[src/rtl/tile_addr_sequencer_if.sv]
// tile_addr_sequencer_if: valid/ready address stream toward the layer-IO memory read port.
interface tile_addr_sequencer_if #(
  parameter int ADDR_W = 24
);
  logic              valid;
  logic              ready;
  logic              last;
  logic [ADDR_W-1:0] addr;
  modport master(output valid, addr, last, input ready);
  modport slave(input valid, addr, last, output ready);
endinterface

[src/rtl/tile_addr_sequencer.sv]
// tile_addr_sequencer: credit-gated counter advances feeding a show-ahead address buffer,
// with a cross-check of the transfer length against the counter's all-digits-last flag.
module tile_addr_sequencer #(
  parameter int ADDR_W      = 24,
  parameter int LEN_W       = 24,
  parameter int CNT_LATENCY = 1,
  parameter int FIFO_DEPTH  = 4
) (
  input  logic                 clk,
  input  logic                 resetn,
  input  logic                 i_start,
  input  logic [LEN_W-1:0]     i_len,
  output logic                 o_busy,
  output logic                 o_done,
  output logic                 o_cnt_en,
  output logic                 o_cnt_stride_valid,
  input  logic [ADDR_W-1:0]    i_cnt_totalcount,
  input  logic                 i_cnt_all_last,
  output logic                 o_err_last_mismatch,
  tile_addr_sequencer_if.master o_out
);
  localparam int PW = $clog2(FIFO_DEPTH);
  localparam int OW = PW + 1;
  localparam logic [OW:0] DEP = (OW+1)'(FIFO_DEPTH);
  typedef enum logic [1:0] {IDLE, RUN, DRAIN} state_t;
  state_t                 r_state;
  logic [LEN_W-1:0]       r_len, r_issued;
  logic [CNT_LATENCY-1:0] r_vld, r_fin;
  logic [ADDR_W-1:0]      r_addr [FIFO_DEPTH];
  logic [FIFO_DEPTH-1:0]  r_last;
  logic [PW-1:0]          r_wp, r_rp;
  logic [OW-1:0]          r_occ, r_infl;
  logic                   r_done, r_sv, r_err;
  logic                   w_start, w_fin, w_push, w_pop;
  assign w_start = i_start && r_state == IDLE;
  assign w_fin   = r_issued == r_len - LEN_W'(1);
  assign w_push  = r_vld[CNT_LATENCY-1];
  assign w_pop   = o_out.valid && o_out.ready;
  // credit uses only registered occupancy/inflight, so out_ready never reaches cnt_en
  assign o_cnt_en = r_state == RUN && r_issued < r_len && ({1'b0, r_occ} + {1'b0, r_infl} < DEP);
  assign o_busy              = r_state != IDLE;
  assign o_done              = r_done;
  assign o_cnt_stride_valid  = r_sv;
  assign o_err_last_mismatch = r_err;
  assign o_out.valid = r_occ != '0;
  assign o_out.addr  = r_addr[r_rp];
  assign o_out.last  = o_out.valid && r_last[r_rp];
  always_ff @(posedge clk or negedge resetn)
    if (!resetn) begin
      r_state  <= IDLE;
      r_len    <= '0;
      r_issued <= '0;
      r_vld    <= '0;
      r_fin    <= '0;
      r_last   <= '0;
      r_wp     <= '0;
      r_rp     <= '0;
      r_occ    <= '0;
      r_infl   <= '0;
      r_done   <= 1'b0;
      r_sv     <= 1'b0;
      r_err    <= 1'b0;
      for (int i = 0; i < FIFO_DEPTH; i++) r_addr[i] <= '0;
    end else begin
      r_done <= (w_start && i_len == '0) || (w_pop && o_out.last);
      r_sv   <= w_start && i_len != '0;
      if (w_start) r_err <= 1'b0;
      if (w_push && r_fin[CNT_LATENCY-1] != i_cnt_all_last) r_err <= 1'b1;
      r_vld  <= (r_vld << 1) | CNT_LATENCY'(o_cnt_en);
      r_fin  <= (r_fin << 1) | CNT_LATENCY'(o_cnt_en && w_fin);
      r_infl <= r_infl + OW'(o_cnt_en) - OW'(w_push);
      r_occ  <= r_occ + OW'(w_push) - OW'(w_pop);
      if (w_push) begin
        r_addr[r_wp] <= i_cnt_totalcount;
        r_last[r_wp] <= r_fin[CNT_LATENCY-1];
        r_wp         <= r_wp + PW'(1);
      end
      if (w_pop) r_rp <= r_rp + PW'(1);
      if (o_cnt_en) r_issued <= r_issued + LEN_W'(1);
      case (r_state)
        IDLE:    if (w_start && i_len != '0) begin
                   r_len    <= i_len;
                   r_issued <= '0;
                   r_state  <= RUN;
                 end
        RUN:     if (o_cnt_en && w_fin) r_state <= DRAIN;
        DRAIN:   if (w_pop && o_out.last) r_state <= IDLE;
        default: r_state <= IDLE;
      endcase
    end
endmodule

[src/flat_wrapper.sv]
// flat-port wrapper written by rule: the top's interface ports become plain ports
module tile_addr_sequencer_flat 
#(
  parameter int ADDR_W      = 24,
  parameter int LEN_W       = 24,
  parameter int CNT_LATENCY = 1,
  parameter int FIFO_DEPTH  = 4
)
  (clk, resetn, i_start, i_len, o_busy, o_done, o_cnt_en, o_cnt_stride_valid, i_cnt_totalcount, i_cnt_all_last, o_err_last_mismatch, o_out_valid, o_out_addr, o_out_last, o_out_ready);
  tile_addr_sequencer_if #(.ADDR_W(ADDR_W)) o_out_i ();
  input  logic clk;
  input  logic resetn;
  input  logic i_start;
  input  logic [LEN_W-1:0] i_len;
  output logic o_busy;
  output logic o_done;
  output logic o_cnt_en;
  output logic o_cnt_stride_valid;
  input  logic [ADDR_W-1:0] i_cnt_totalcount;
  input  logic i_cnt_all_last;
  output logic o_err_last_mismatch;
  output wire logic [$bits(o_out_i.valid)-1:0] o_out_valid;
  output wire logic [$bits(o_out_i.addr)-1:0] o_out_addr;
  output wire logic [$bits(o_out_i.last)-1:0] o_out_last;
  input wire logic [$bits(o_out_i.ready)-1:0] o_out_ready;
  assign o_out_valid = o_out_i.valid;
  assign o_out_addr = o_out_i.addr;
  assign o_out_last = o_out_i.last;
  assign o_out_i.ready = o_out_ready;
  tile_addr_sequencer #(.ADDR_W(ADDR_W), .LEN_W(LEN_W), .CNT_LATENCY(CNT_LATENCY), .FIFO_DEPTH(FIFO_DEPTH)) u_core (.clk(clk), .resetn(resetn), .i_start(i_start), .i_len(i_len), .o_busy(o_busy), .o_done(o_done), .o_cnt_en(o_cnt_en), .o_cnt_stride_valid(o_cnt_stride_valid), .i_cnt_totalcount(i_cnt_totalcount), .i_cnt_all_last(i_cnt_all_last), .o_err_last_mismatch(o_err_last_mismatch), .o_out(o_out_i));
endmodule
[config.mk]
export PLATFORM = sky130hd
export DESIGN_NAME = tile_addr_sequencer_flat
export DESIGN_NICKNAME = d
export VERILOG_FILES = /design/src/rtl/tile_addr_sequencer_if.sv /design/src/rtl/tile_addr_sequencer.sv /design/src/flat_wrapper.sv
export SDC_FILE = /design/constraint.sdc
export NUM_CORES = 1
export LEC_CHECK = 0
export CAP_MARGIN = 20
export CELL_PAD_IN_SITES_DETAIL_PLACEMENT = 1
export CELL_PAD_IN_SITES_GLOBAL_PLACEMENT = 2
export CORE_MARGIN = 3
export CORE_UTILIZATION = 39
export CTS_CLUSTER_SIZE = 25
export DETAILED_ROUTE_END_ITERATION = 6
export GPL_TIMING_DRIVEN = 1
export PLACE_DENSITY = 0.78
export SYNTH_ARGS = -nofsm -noshare
export SYNTH_HDL_FRONTEND = slang
export SYNTH_SLANG_ARGS = --single-unit
[constraint.sdc]
create_clock -name clk -period 3.7 [get_ports clk]
set_clock_uncertainty 0.1 [all_clocks]
set_input_delay 0.555 -clock clk [delete_from_list [all_inputs] [get_ports clk]]
set_output_delay 0.555 -clock clk [all_outputs]
set_load 0.005 [all_outputs]
Word level (Yosys, flattened, before mapping). Index checks and enable logic that the tools add are counted.

Mux-type cells: 20. Eq/ne operators: 7. Reductions and logical operators: 21. Bitwise operators: 2. Magnitude comparators: 8. $add $sub $neg: 9.

Operators by type and width (count): 2-to-1 mux 24 bit (6); bitwise mux 96 bit (1); binary-select mux 24 bit (select 2 bit) (1); demux 24 bit (select 2 bit) (1); adder 24 x 1 -> 24 bit (second input constant) (1); equality test 24 bit (1); zero test 24 bit (1); less-than comparator 24 bit (1); nonzero test 24 bit (1); subtractor 24 x 1 -> 24 bit (second input constant) (1); logical AND 1 bit (12); adder 3 x 1 -> 3 bit (2); >= comparator 3 bit (second input constant) (2); less-than comparator 2 x 3 -> 1 bit (second input constant) (2); 2-to-1 mux 2 bit (3); NOT 2 -> 3 bit (2); one-hot mux 2 bit (3 select lines) (1); subtractor 3 x 1 -> 3 bit (2); adder 2 x 1 -> 2 bit (second input constant) (2); adder 3 x 3 -> 4 bit (1); bitwise mux 4 bit (1); less-than comparator 4 x 3 -> 1 bit (second input constant) (1); 2-to-1 mux 1 bit (4); != test 2 bit (second input constant) (2); 14 further kinds (15).

Register bits after elaboration: 165. Input port bits: 53. Output and inout port bits: 31.

Logic depth before layout (Yosys ltp).
Depth after elaboration: 6. Mapped depth: 15. Gate-level depth less buffers: 14.

Worst setup path before layout. No wires, ideal clock.

Kind: register to register. Start: register u_core.r_len[10]. End: register u_core.r_infl[2]. Stages on the path, launching flop included: 15. Arrival time: 3055 ps. Data required time: 3477 ps. Library setup time: 123 ps. Path slack: 422 ps. Path buffers: 1. Period minus slack after synthesis: 3278 ps. Path through: dfrtp_1 clkbuf_1 inv_1 ha_1 nand4_1 a2111o_1 a311oi_2 nor2_1 inv_1 ha_1 inv_1 ha_1 inv_1 fa_1 xnor2_1.

Cells in the longest elaborated chain, start to end: 5.

RTL lines: from (decl) (RTL line tile_addr_sequencer.sv:27) `logic [LEN_W-1:0] r_len, r_issued;`; from (signal assigned) (RTL line tile_addr_sequencer.sv:82) `r_len <= i_len;`; less-than comparator 24 bit (RTL line tile_addr_sequencer.sv:40) `assign o_cnt_en = r_state == RUN && r_issued < r_len && ({1'b0, r_occ} + {1'b0, r_infl} < DEP);`; logical AND 1 bit (2 in a row) (RTL line tile_addr_sequencer.sv:40); via o_cnt_en (RTL line flat_wrapper.sv:17) `output logic o_cnt_en;`; adder 3 x 1 -> 3 bit (RTL line tile_addr_sequencer.sv:71) `r_infl <= r_infl + OW'(o_cnt_en) - OW'(w_push);`; subtractor 3 x 1 -> 3 bit (RTL line tile_addr_sequencer.sv:71); to (signal assigned) (RTL line tile_addr_sequencer.sv:71); to (decl) (RTL line tile_addr_sequencer.sv:32) `logic [OW-1:0] r_occ, r_infl;`.

The timed path passes the listed nets, and every way through them passes these cells. A chain may end at the register's enable or synchronous reset.

Worst setup path in the final report.
Start: register u_core.r_len[12]. End: output o_cnt_en.

Cells in the longest elaborated chain, start to end: 3.

RTL lines (RTL line): less-than comparator 24 bit (tile_addr_sequencer.sv:40); logical AND 1 bit (2 in a row) (tile_addr_sequencer.sv:40); to (decl) (flat_wrapper.sv:17).

No other way between the ends.

==> results_dict.tcl <==
set metrics [dict create \
    ys_types 67 \
    synthTopCellsByArea "dfrtp_1 (47%), mux2_2 (13%), mux4_2 (6.4%)" \
    cts_tree "done" \
    fmax_ghz 0.2818 \
    synth_edf_count 0 \
    die_h_um 156.7 \
    totalNegativeSetupSlack_ps 0 \
    syn-num-nets 849 \
    peakVddDrop_uv 308.7 \
    die_x_um 156.7 \
    drt_iter0_drc 225 \
    ys.flop_type "dfrtp_1" \
    drcViolationCount 0 \
    worstMarginPinSlew_ps 800.8 \
    grt_pass1_vias 7155 \
    slowest_stage "dfrtp_1" \
    synth_seq_cells 165 \
    initial_core_util 0.4009 \
    timing.final.crit_share 0.9590 \
    grt_pass1_wl_um 39150 \
    ctsHtreeMaxLevel 4 \
    cp_max_fo 9 \
    cts_root_buf "clkbuf_16" \
    nets 936 \
    setup_violations 0 \
    io_pins 84 \
    synth.avg_cell_area_sq_um 11.69 \
    p_leak_nw 4.429 \
    final_max_slew_viol_count 0 \
    critPathLaunchType "flip-flop" \
    synth_top_area_share 0.4662 \
    synthCells 758 \
    core_area_sq_mm 0.02209 \
    via_per_inst 5.576 \
    rsz0062_at_grt "false" \
    area_growth_pct 21.02 \
    cts_buffer_depth 2 \
    grt_overflow 0 \
    hpwl_um 17210 \
    drive_above_1_share 0.2424 \
    cts_hold_buf 0 \
    grt_max_degree 73 \
    worstPathArrival_ps 2890 \
    powerDensity_mw_per_mm2 445.8 \
    outcome "completed" \
    antenna_found_initial 0 \
    slowest_delay_ps 540 \
    synth_most_common_cell "dfrtp_1" \
    clkTransAtPathRegs_ps 70 \
    worstPathCellList "inv_1 -> ha_1 -> nand4_1 -> a2111o_1 -> a311oi_4 -> nor2_2 -> clkdlybuf4s50_1" \
    yosys_warnings 0 \
    ant_nets 0 \
    maxCapViolCount 0 \
    track_usage 0.2041 \
    synth_commonest_cells "dfrtp_1 (165), mux2_2 (100), nand2_1 (54)" \
    async_reset_ff_frac 1.000 \
    rows 54 \
    whs_ps 24.16 \
    min_path_type "in2async" \
    port_buffers 83 \
    cp_num_buf_inv 2 \
    nFillCells 2318 \
    firstDrtPassIters 4 \
    dieArea_sq_mm 0.02455 \
    numCtsBuffers 17 \
    crit_family "compound AO/OA/AOI/OAI gates" \
    drt-total-wl_um 23910 \
    wl_per_cell_um 20.99 \
    cp-end-kind "output pin" \
    insertion_delay_ps 430 \
    crit_type "reg2out" \
    slew-limit-headroom 0.4648 \
    min_period_ps 3548 \
    worstPathRequired_ps 3040 \
    place_congestion 0.8412 \
    syn_area_sq_mm 0.008857 \
    yosysSeqAreaShare 0.4662 \
    vias 6351 \
    clock_sinks 165 \
    yosysTopAreaCell "dfrtp_1" \
    final_hold_viol_count 0 \
]
## worst paths after layout
path / startpoint / to / slack (ps) / cells past startpoint
setup / recovery: u_core.r_len[12]$_DFFE_PN0P_ / o_cnt_en / 150 / 7
max in group asynchronous: resetn / u_core.r_wp[1]$_DFFE_PN0P_ / 2610 / 2
hold / removal: resetn / u_core.r_addr[82]$_DFFE_PN0P_ / 20 / 1
hold reg to reg: u_core.r_addr[64]$_DFFE_PN0P_ / u_core.r_addr[64]$_DFFE_PN0P_ / 410 / 1
setup reg to reg: u_core.r_len[12]$_DFFE_PN0P_ / u_core.r_infl[2]$_DFF_PN0_ / 360 / 14
min in group clk: u_core.r_addr[64]$_DFFE_PN0P_ / u_core.r_addr[64]$_DFFE_PN0P_ / 410 / 1
## power by group
group / switching (mW) / total, mW / leakage [nW] / internal (mW)
registers: 0.109 / 2.00 / 1.83 / 1.89
clock network: 0.853 / 1.76 / 0.284 / 0.902
logic: 0.370 / 1.03 / 2.32 / 0.658
## cell usage in the layout (no fill, tap or decap), types with 4 or more instances in the layout
cell type	netlist	layout
a21oi_1	16	16
a31o_1	5	5
a31oi_1	5	4
and3_1	7	7
buf_4	2	22
clkbuf_16	0	17
clkdlybuf4s50_1	0	82
dfrtp_1	165	157
dfrtp_2	0	8
ha_1	36	36
inv_1	42	42
inv_8	0	4
mux2_2	100	100
mux4_2	25	25
nand2_1	54	54
nand3_1	14	14
nand3b_1	4	4
nand4_1	19	19
nor2_1	34	32
nor2b_1	4	4
nor3_1	8	8
nor4_1	21	21
nor4b_1	7	7
o21ai_0	36	36
o21ai_1	5	5
xnor2_1	39	39
xor2_1	10	10
## metal layers
layer | wire length (um) | part of all wire | up-vias | global-route usage
met3 | 654 | 0.027 | 22 | 0.03844
met1 | 10550 | 0.44 | 3268 | 0.2602
met5 | 0 | 0 | - | 0
li1 | - | - | 2951 | -
met4 | 308 | 0.013 | 0 | 0.05419
met2 | 12390 | 0.52 | 110 | 0.3565
## per-stage QoR
step	power, mW	utilization	instance area (sq um)	setup slack [ps]	cells
after floorplan	2.500	-	8857	422.5	758
after global placement	3.041	0.4552	10060	507.1	1100
after detailed placement	3.079	0.4552	10060	415.9	1100
after CTS	4.846	0.4817	10640	19.95	1132
after global routing	5.018	0.4850	10720	16.27	1138
final	4.779	0.4852	10720	151.7	1139
## flip-flops by register name, summed over array words and instances, names as in the netlist
name,cells
u_core.r_addr,96
u_core.r_issued,24
u_core.r_len,24
u_core.r_last,4
u_core.r_infl,3
u_core.r_occ,3
u_core.r_rp,2
u_core.r_state,2
u_core.r_wp,2
u_core.o_cnt_stride_valid,1
u_core.o_done,1
u_core.o_err_last_mismatch,1
u_core.r_fin,1
u_core.r_vld,1
## area by class of cell
class	count	area, sq um	share of cell area
tap	280	350.3	0.03268
antenna	1	2.502	0.0002335
inverter	42	157.7	0.01471
clock inverter	15	158.9	0.01482
clock buffer	17	425.4	0.03969
timing repair buffer	108	1057	0.09863
sequential	165	4139	0.3861
multi-input combinational	511	4428	0.4131
## logic make-up after synthesis
kind of cell               count (synthesis)  share of synthesized area
xor gates and xnor gates                  49                    0.04845
and+or+nand+nor                          200                     0.1270
AOI/OAI and AO/OA                         95                    0.07063
DFF                                      165                     0.4662
buffers and inverters                     82                    0.03701
muxes                                    129                     0.1954
adders and majority gates                 38                    0.05538
## repair_timing
item | 4_1_cts | 5_1_grt
buffers inserted | 0 | 6
hold endpoints to repair | 0 | 0
endpoints found under the setup margin | 0 | 1
gates resized for setup | 0 | 11
Power figures use the tool's default switching activity.
